### config.mk
export PLATFORM = sky130hd
export DESIGN_NAME = edp_mul_seq
export DESIGN_NICKNAME = d
export VERILOG_FILES = /design/src/rtl/edp_mul_seq.sv
export SDC_FILE = /design/constraint.sdc
export NUM_CORES = 1
export LEC_CHECK = 0
export CAP_MARGIN = 10
export CORE_MARGIN = 5
export CORE_UTILIZATION = 43
export DETAILED_ROUTE_END_ITERATION = 10
export GPL_ROUTABILITY_DRIVEN = 0
export PLACE_DENSITY = 0.84
export SKIP_CTS_REPAIR_TIMING = 1
export SLEW_MARGIN = 20
export SYNTH_ARGS = -nofsm -noshare
export SYNTH_HDL_FRONTEND = slang
export SYNTH_SLANG_ARGS = --single-unit
### constraint.sdc
create_clock -name eboxClk -period 2.6 [get_ports eboxClk]
set_clock_uncertainty 0.05 [all_clocks]
set_input_delay 0.52 -clock eboxClk [delete_from_list [all_inputs] [get_ports eboxClk]]
set_output_delay 0.52 -clock eboxClk [all_outputs]
set_load 0.1 [all_outputs]
### src/rtl/edp_mul_seq.sv
`timescale 1ns/1ps
`default_nettype none
// ============================================================================
// Module   : edp_mul_seq
// Purpose  : Multiply-step sequencer for the EBOX data path. Drives the EDP
//            CRAM/CTL control lines cycle by cycle for a shift-and-add
//            multiply (BR x MQ -> AR:MQ), with an optional signed FIXUP step.
// Revision : 1.0 - initial release
// ============================================================================
module edp_mul_seq #(
    parameter int STEPS = 36
) (
    input  logic       eboxClk,
    input  logic       resetN,
    input  logic       start,
    input  logic       signedOp,
    input  logic       mq35,
    input  logic       mq0Init,
    output logic       busy,
    output logic       done,
    output logic [5:0] CRAM_AD,
    output logic [2:0] CRAM_ADA,
    output logic       CRAM_ADA_EN,
    output logic [1:0] CRAM_ADB,
    output logic [2:0] CTL_ARL_SEL,
    output logic [2:0] CTL_ARR_SEL,
    output logic       CTL_AR00to08load,
    output logic       CTL_AR09to17load,
    output logic       CTL_ARRload,
    output logic       CTL_AR00to11clr,
    output logic       CTL_AR12to17clr,
    output logic       CTL_ARRclr,
    output logic [1:0] CTL_MQ_SEL,
    output logic       CTL_MQM_EN,
    output logic       CTL_ADcarry36,
    output logic       CTL_ADlong
);

    // AD function codes and mux selects used by the multiply
    localparam logic [5:0] c_AD_A       = 6'b011111;
    localparam logic [5:0] c_AD_APLUSB  = 6'b000110;
    localparam logic [5:0] c_AD_AMINUSB = 6'b011001;
    localparam logic [2:0] c_ADA_AR     = 3'b000;
    localparam logic [1:0] c_ADB_BR     = 2'b10;
    localparam logic [2:0] c_AR_RECIRC  = 3'd0;
    localparam logic [2:0] c_AR_ADHALF  = 3'd5;
    localparam logic [1:0] c_MQ_HOLD    = 2'd0;
    localparam logic [1:0] c_MQ_SHIFT   = 2'd1;
    localparam logic [5:0] c_CNT_INIT   = 6'(STEPS - 1);

    typedef enum logic [2:0] {
        S_IDLE  = 3'd0,
        S_CLRAR = 3'd1,
        S_STEP  = 3'd2,
        S_FIXUP = 3'd3,
        S_DONE  = 3'd4
    } state_t;

    state_t     r_state;
    state_t     w_state_next;
    logic [5:0] r_step_cnt;
    logic       r_sgn;

    // State register
    always_ff @(posedge eboxClk or negedge resetN) begin
        if (!resetN) r_state <= S_IDLE;
        else         r_state <= w_state_next;
    end

    // Step counter and sign latch: loaded on accepted start, counter saturates at zero
    always_ff @(posedge eboxClk or negedge resetN) begin
        if (!resetN) begin
            r_step_cnt <= 6'd0;
            r_sgn      <= 1'b0;
        end else if (r_state == S_IDLE && start) begin
            r_step_cnt <= c_CNT_INIT;
            r_sgn      <= signedOp & mq0Init;
        end else if (r_state == S_STEP && r_step_cnt != 6'd0) begin
            r_step_cnt <= r_step_cnt - 6'd1;
        end
    end

    // Next-state and control outputs; defaults are the benign recirculate values
    always_comb begin
        w_state_next     = r_state;
        busy             = (r_state != S_IDLE);
        done             = 1'b0;
        CRAM_AD          = c_AD_A;
        CRAM_ADA         = c_ADA_AR;
        CRAM_ADA_EN      = 1'b0;
        CRAM_ADB         = 2'b00;
        CTL_ARL_SEL      = c_AR_RECIRC;
        CTL_ARR_SEL      = c_AR_RECIRC;
        CTL_AR00to08load = 1'b0;
        CTL_AR09to17load = 1'b0;
        CTL_ARRload      = 1'b0;
        CTL_AR00to11clr  = 1'b0;
        CTL_AR12to17clr  = 1'b0;
        CTL_ARRclr       = 1'b0;
        CTL_MQ_SEL       = c_MQ_HOLD;
        CTL_MQM_EN       = 1'b0;
        CTL_ADcarry36    = 1'b0;
        CTL_ADlong       = 1'b0;

        case (r_state)
            S_IDLE: begin
                if (start) w_state_next = S_CLRAR;
            end
            S_CLRAR: begin
                CTL_AR00to11clr = 1'b1;
                CTL_AR12to17clr = 1'b1;
                CTL_ARRclr      = 1'b1;
                w_state_next    = S_STEP;
            end
            S_STEP: begin
                // mq35 is the post-shift multiplier LSB presented by the EDP this cycle
                CRAM_AD          = mq35 ? c_AD_APLUSB : c_AD_A;
                CRAM_ADB         = c_ADB_BR;
                CTL_ARL_SEL      = c_AR_ADHALF;
                CTL_ARR_SEL      = c_AR_ADHALF;
                CTL_AR00to08load = 1'b1;
                CTL_AR09to17load = 1'b1;
                CTL_ARRload      = 1'b1;
                CTL_MQ_SEL       = c_MQ_SHIFT;
                CTL_MQM_EN       = 1'b1;
                CTL_ADlong       = 1'b1;
                if (r_step_cnt == 6'd0) w_state_next = r_sgn ? S_FIXUP : S_DONE;
            end
            S_FIXUP: begin
                // Negative multiplier: subtract the multiplicand from the high word
                CRAM_AD          = c_AD_AMINUSB;
                CRAM_ADB         = c_ADB_BR;
                CTL_ADcarry36    = 1'b1;
                CTL_ARL_SEL      = c_AR_ADHALF;
                CTL_ARR_SEL      = c_AR_ADHALF;
                CTL_AR00to08load = 1'b1;
                CTL_AR09to17load = 1'b1;
                CTL_ARRload      = 1'b1;
                CTL_MQ_SEL       = c_MQ_SHIFT;
                CTL_MQM_EN       = 1'b1;
                w_state_next     = S_DONE;
            end
            S_DONE: begin
                done         = 1'b1;
                w_state_next = S_IDLE;
            end
            default: w_state_next = S_IDLE;
        endcase
    end

endmodule
`default_nettype wire

==> flow_summary.json, run 1 <==
{
  "htreeDepth": 1,
  "synthDistinctLibCells": 27,
  "critPathBufInv": 2,
  "overflow": 0,
  "fillers": 152,
  "pin_count": 37,
  "drc": 0,
  "final_cell_mix": "buf_4 (18), dfrtp_1 (10), conb_1 (9)",
  "finalSetupViolCount": 0,
  "crit_arrival_ns": 1.67,
  "max_stage_delay_ns": 0.48,
  "clkTransAtPathRegs_ns": 0.06,
  "synth_mux_area_share_pct": 7.84,
  "firstDrtPassIters": 4,
  "end_kind": "output port",
  "cpLargestDelayFamily": "simple AND/OR/NAND/NOR gates",
  "grt_max_degree": 13,
  "antenna_cells": 0,
  "grt_usage_pct": 11.9,
  "drv_slew": 0,
  "dpl.cell_count": 120,
  "dpl.hpwl_um": 1280,
  "clock_sinks": 10,
  "cts_tree": "yes",
  "cts_buffers": 3,
  "cp.required_ns": 2.03,
  "synthAdderAreaFrac_pct": 3.27,
  "finalCriticalPeriod_ns": 2.24,
  "start_util_pct": 44.8,
  "drtAntennaViolNets": 0,
  "fin_util_pct": 56.9,
  "grt_antenna_before_repair": 0,
  "die_y_um": 52.2,
  "mostFrequentLayoutCell": "buf_4",
  "cp_cell_sequence": "or3b_1 > inv_2 > nand2_4 > buf_12",
  "status": "complete, no violations",
  "wl_um": 1540,
  "max_cap_viol_count": 0,
  "fin_cells": 123,
  "port_buffers": 27,
  "final_nets": 108,
  "yosys.area_share.simple_pct": 21.1,
  "drive_gt1_share_pct": 36.7,
  "core_area_um2": 1710,
  "stdcell_area_um2": 972,
  "vias": 575,
  "wl_per_cell_um": 12.5,
  "cts_root_buffer": "clkbuf_4",
  "ys_seq_area_share_pct": 32.7,
  "row_count": 15,
  "rsz0062_at_grt": "false",
  "drt_iter0_markers": 8,
  "crit_path_max_fanout": 9,
  "critical_path_class": "reg -> out",
  "cts_buffer_depth": 2,
  "placed_area_um2": 950,
  "via_per_inst": 4.67,
  "yosys.area_share.xor_xnor_pct": 0,
  "ys_ff_latch": 10,
  "period_share_pct": 86.2,
  "ys_warn_count": 0,
  "syn_area_per_cell_um2": 9.01,
  "synth_top_family_by_area": "buffers and inverters",
  "dieArea_um2": 2720,
  "netlist_area_um2": 766,
  "synthCells": 85,
  "grt_first_pass_wirelength_um": 2390,
  "hold_path.class": "reg -> reg",
  "crit_path_top_delay_cell": "dfrtp_1",
  "worst_setup_path_start_kind": "flop",
  "fp.dieW_um": 52.2,
  "hold_viol": 0,
  "max_freq_mhz": 446,
  "synth_compound_area_share_pct": 6.86,
  "grt_pass1_vias": 574,
  "clock_latency_ns": 0.25,
  "syn_to_final_growth_pct": 27.0
}
synth_stat cells:
master    count  area share, %
o211ai_1      3            2.9
ha_1          2            3.3
nor3b_1       3            2.9
inv_2         1           0.49
or3_1         2            1.6
o21ai_1       1           0.65
nor4b_1       1            1.1
buf_4        23             23
buf_6         1            1.5
nor2b_1       1           0.82
o32a_1        1            1.3
o21a_1        1           0.98
o21bai_1      1           0.98
buf_2         2            1.3
or4b_2        1            1.3
conb_1        1           0.49
inv_1         4            2.0
nor2_1        5            2.5
nor3_2        1            1.3
or3b_1        1            1.1
mux2i_1       6            7.8
nand3_1       1           0.65
nor4_2        1            1.6
nor3_1        2            1.3
nand2_1       8            3.9
dfrtp_1      10             33
nand2b_1      1           0.82
flip-flops by register name, summed over array words and instances (netlist names):
signal and count:
r_state 3, r_step_cnt 6, r_sgn 1
area by class of cell:
type | instances | area (um^2) | area share (%)
multi-input combinational | 52 | 360 | 37.1
timing repair buffer | 28 | 285 | 29.3
tap | 25 | 31.3 | 3.22
sequential | 10 | 250 | 25.7
clock buffer | 3 | 22.5 | 2.32
inverter | 5 | 22.5 | 2.32
routing by layer:
layer  up-vias  share of wire [%]  wire length (um)  track usage, %
li1        280                  -                 -               -
met1       266                 38               584            12.1
met2        27                 53               812            21.8
met3         2                8.9               137            3.70
met4         0               0.32                 5            5.53
met5         -                  0                 0               0
path summary, 6_finish.rpt:
kind / from / to / slack (ns) / cells after the start
worst max-delay path: r_state[0] / CRAM_AD[3] / 0.36 / 4
min in group asynchronous: resetN / r_step_cnt[1] / 0.52 / 1
worst min-delay path: r_step_cnt[4] / r_step_cnt[4] / 0.44 / 1
worst max register to register: r_state[0] / r_step_cnt[2] / 1.00 / 3
max in group asynchronous: resetN / r_step_cnt[3] / 1.67 / 1
worst min register to register: r_step_cnt[4] / r_step_cnt[4] / 0.44 / 1
cell families after synthesis:
| kind of cell | count (synthesis) |
|---|---|
| buf+inv | 31 |
| simple gates | 28 |
| flops | 10 |
| mux | 6 |
| other cells | 1 |
| compound gates | 7 |
| fa+ha+maj | 2 |
metrics by stage:
step	setup TNS (ns)	worst slack, ns	hold slack [ns]
after floorplan	-0.778	-0.253	0.174
after global placement	0	0.621	0.406
after detailed placement	0	0.572	0.431
after CTS	0	0.343	0.437
after global routing	0	0.270	0.461
final	0	0.358	0.441
Power of run 1 is not shown: default switching activity piles up to over one toggle a cycle in this logic, so the estimate is an artifact.
==> inputs of run 2 (changes only) <==
--- a/config.mk
+++ b/config.mk
@@ -8,6 +8,7 @@
 export CAP_MARGIN = 10
 export CORE_MARGIN = 5
 export CORE_UTILIZATION = 43
+export CTS_CLUSTER_DIAMETER = 80
 export DETAILED_ROUTE_END_ITERATION = 10
 export GPL_ROUTABILITY_DRIVEN = 0
 export PLACE_DENSITY = 0.84
==> results of run 2 <==
Same layout as run 1: the final DEF is identical, and so are final timing and power.
Power of run 2 is left out for the same reason.
==> inputs of run 3 (changes only) <==
--- a/config.mk
+++ b/config.mk
@@ -5,13 +5,14 @@
 export SDC_FILE = /design/constraint.sdc
 export NUM_CORES = 1
 export LEC_CHECK = 0
+export ABC_CLOCK_PERIOD_IN_PS = 1800
 export CAP_MARGIN = 10
 export CORE_MARGIN = 5
-export CORE_UTILIZATION = 43
+export CORE_UTILIZATION = 36
 export CTS_CLUSTER_DIAMETER = 80
 export DETAILED_ROUTE_END_ITERATION = 10
 export GPL_ROUTABILITY_DRIVEN = 0
-export PLACE_DENSITY = 0.84
+export PLACE_DENSITY = 0.75
 export SKIP_CTS_REPAIR_TIMING = 1
 export SLEW_MARGIN = 20
 export SYNTH_ARGS = -nofsm -noshare
==> constraint.sdc (replaced) <==
create_clock -name eboxClk -period 1.8 [get_ports eboxClk]
set_clock_uncertainty 0.05 [all_clocks]
set_input_delay 0.36 -clock eboxClk [delete_from_list [all_inputs] [get_ports eboxClk]]
set_output_delay 0.36 -clock eboxClk [all_outputs]
set_load 0.1 [all_outputs]
==> run 3 against run 2 <==
Compared with the run above:
- the flow now finishes with violations (negative setup slack)
- first-iteration DRC count is 75% lower
- register-to-register slack lost 0.83 ns
- sequential cell count unchanged
- global-route usage is 0.79 points lower
- cell area up 36%
- critical path type unchanged
- highest routed layer unchanged
==> flow_summary.json, run 3 (synthesized netlist as in run 1, its figures left out) <==
{
  "grt_antenna_before_repair": 0,
  "hold_path.class": "in -> async",
  "end_kind": "output port",
  "start_util_pct": 38.2,
  "fin_cells": 134,
  "cts_buffers": 3,
  "cts_root_buffer": "clkbuf_4",
  "drive_gt1_share_pct": 44.9,
  "grt_first_pass_wirelength_um": 2840,
  "failed_checks": "negative setup slack",
  "crit_arrival_ns": 1.47,
  "firstDrtPassIters": 3,
  "grt_pass1_vias": 587,
  "stdcell_area_um2": 1320,
  "dpl.cell_count": 127,
  "dpl.hpwl_um": 1400,
  "cp.required_ns": 1.39,
  "finalSetupViolCount": 16,
  "clkTransAtPathRegs_ns": 0.06,
  "hold_viol": 0,
  "crit_path_max_fanout": 7,
  "dieArea_um2": 3150,
  "final_nets": 116,
  "max_freq_mhz": 531,
  "wl_um": 1780,
  "reg2regPathDepth": 4,
  "reg2reg_setup_slack_ns": 0.17,
  "top_register": "r_step_cnt",
  "clock_latency_ns": 0.26,
  "period_share_pct": 105,
  "drc": 0,
  "rsz0062_at_grt": "true",
  "pin_count": 37,
  "wl_per_cell_um": 13.3,
  "cts_buffer_depth": 2,
  "syn_to_final_growth_pct": 72.7,
  "die_y_um": 56.1,
  "row_count": 16,
  "worst_setup_path_start_kind": "flop",
  "overflow": 0,
  "grt_max_degree": 11,
  "mostFrequentLayoutCell": "buf_12",
  "fin_ws_ns": -0.0838,
  "clock_sinks": 10,
  "status": "finished with violations",
  "grt_usage_pct": 11.1,
  "final_cell_mix": "buf_12 (23), conb_1 (9), dfrtp_1 (8)",
  "reg_top3": "r_step_cnt x6, r_state x3, r_sgn x1",
  "fillers": 141,
  "via_per_inst": 4.45,
  "fp.dieW_um": 56.1,
  "largest_reg_flops": 6,
  "r2r_start": "r_state[0]",
  "drtAntennaViolNets": 0,
  "finalCriticalPeriod_ns": 1.88,
  "cts_tree": "yes",
  "worst_r2r_endpoint": "r_step_cnt[4]",
  "finalSetupTns_ns": -1.03,
  "htreeDepth": 1,
  "antenna_cells": 0,
  "drt_iter0_markers": 2,
  "max_cap_viol_count": 0,
  "critical_path_class": "reg -> out",
  "placed_area_um2": 1250,
  "drv_slew": 0,
  "vias": 596,
  "port_buffers": 27,
  "core_area_um2": 2000,
  "fin_util_pct": 66.1
}
run 3: changes by cell type in the layout (fill, tap and decap cells not counted), moves of 2 or more:
cell and delta:
dfrtp_1 -2, buf_6 +4, buf_4 -14, buf_12 +18, nand2_8 +2, dfrtp_2 +2
run 3: cell type report:
class	count	area, um^2	share of cell area [%]
multi-input combinational	52	397	30.0
timing repair buffer	36	586	44.3
sequential	10	253	19.1
tap	27	33.8	2.55
clock buffer	4	26.3	1.99
inverter	5	27.5	2.08
run 3: worst max-delay path by stage:
stage	startpoint	cells past startpoint	endpoint
2_1_floorplan	r_state[1]	4	CTL_ADcarry36
3_3_place_gp	start	4	r_sgn
3_5_place_dp	start	4	r_step_cnt[4]
4_1_cts	r_state[1]	4	CRAM_AD[4]
5_1_grt	r_state[1]	4	CRAM_AD[3]
6_report	r_state[1]	4	CRAM_AD[4]
run 3: metrics by stage:
| step | hold WS (ns) | setup WS [ns] |
|---|---|---|
| 2_1_floorplan | 0.0144 | -0.497 |
| 3_3_place_gp | 0.410 | -0.0279 |
| 3_5_place_dp | 0.428 | -0.0838 |
| 4_1_cts | 0.361 | -0.169 |
| 5_1_grt | 0.395 | -0.141 |
| 6_report | 0.360 | -0.0838 |
run 3: per-layer routing:
metal	track usage, %	routed length (um)	up-vias
met5	0	0	-
met4	4.07	17	0
met3	2.78	99	2
met2	18.7	953	22
met1	13.4	713	273
li1	-	-	299
run 3: worst max-delay path, cell delays in order (launching register included):
cell and delay (ns):
dfrtp_2 0.43, or3b_4 0.43, inv_6 0.11, nand2_8 0.07
buf_12 0.17
Power of run 3 is left out for the same reason.
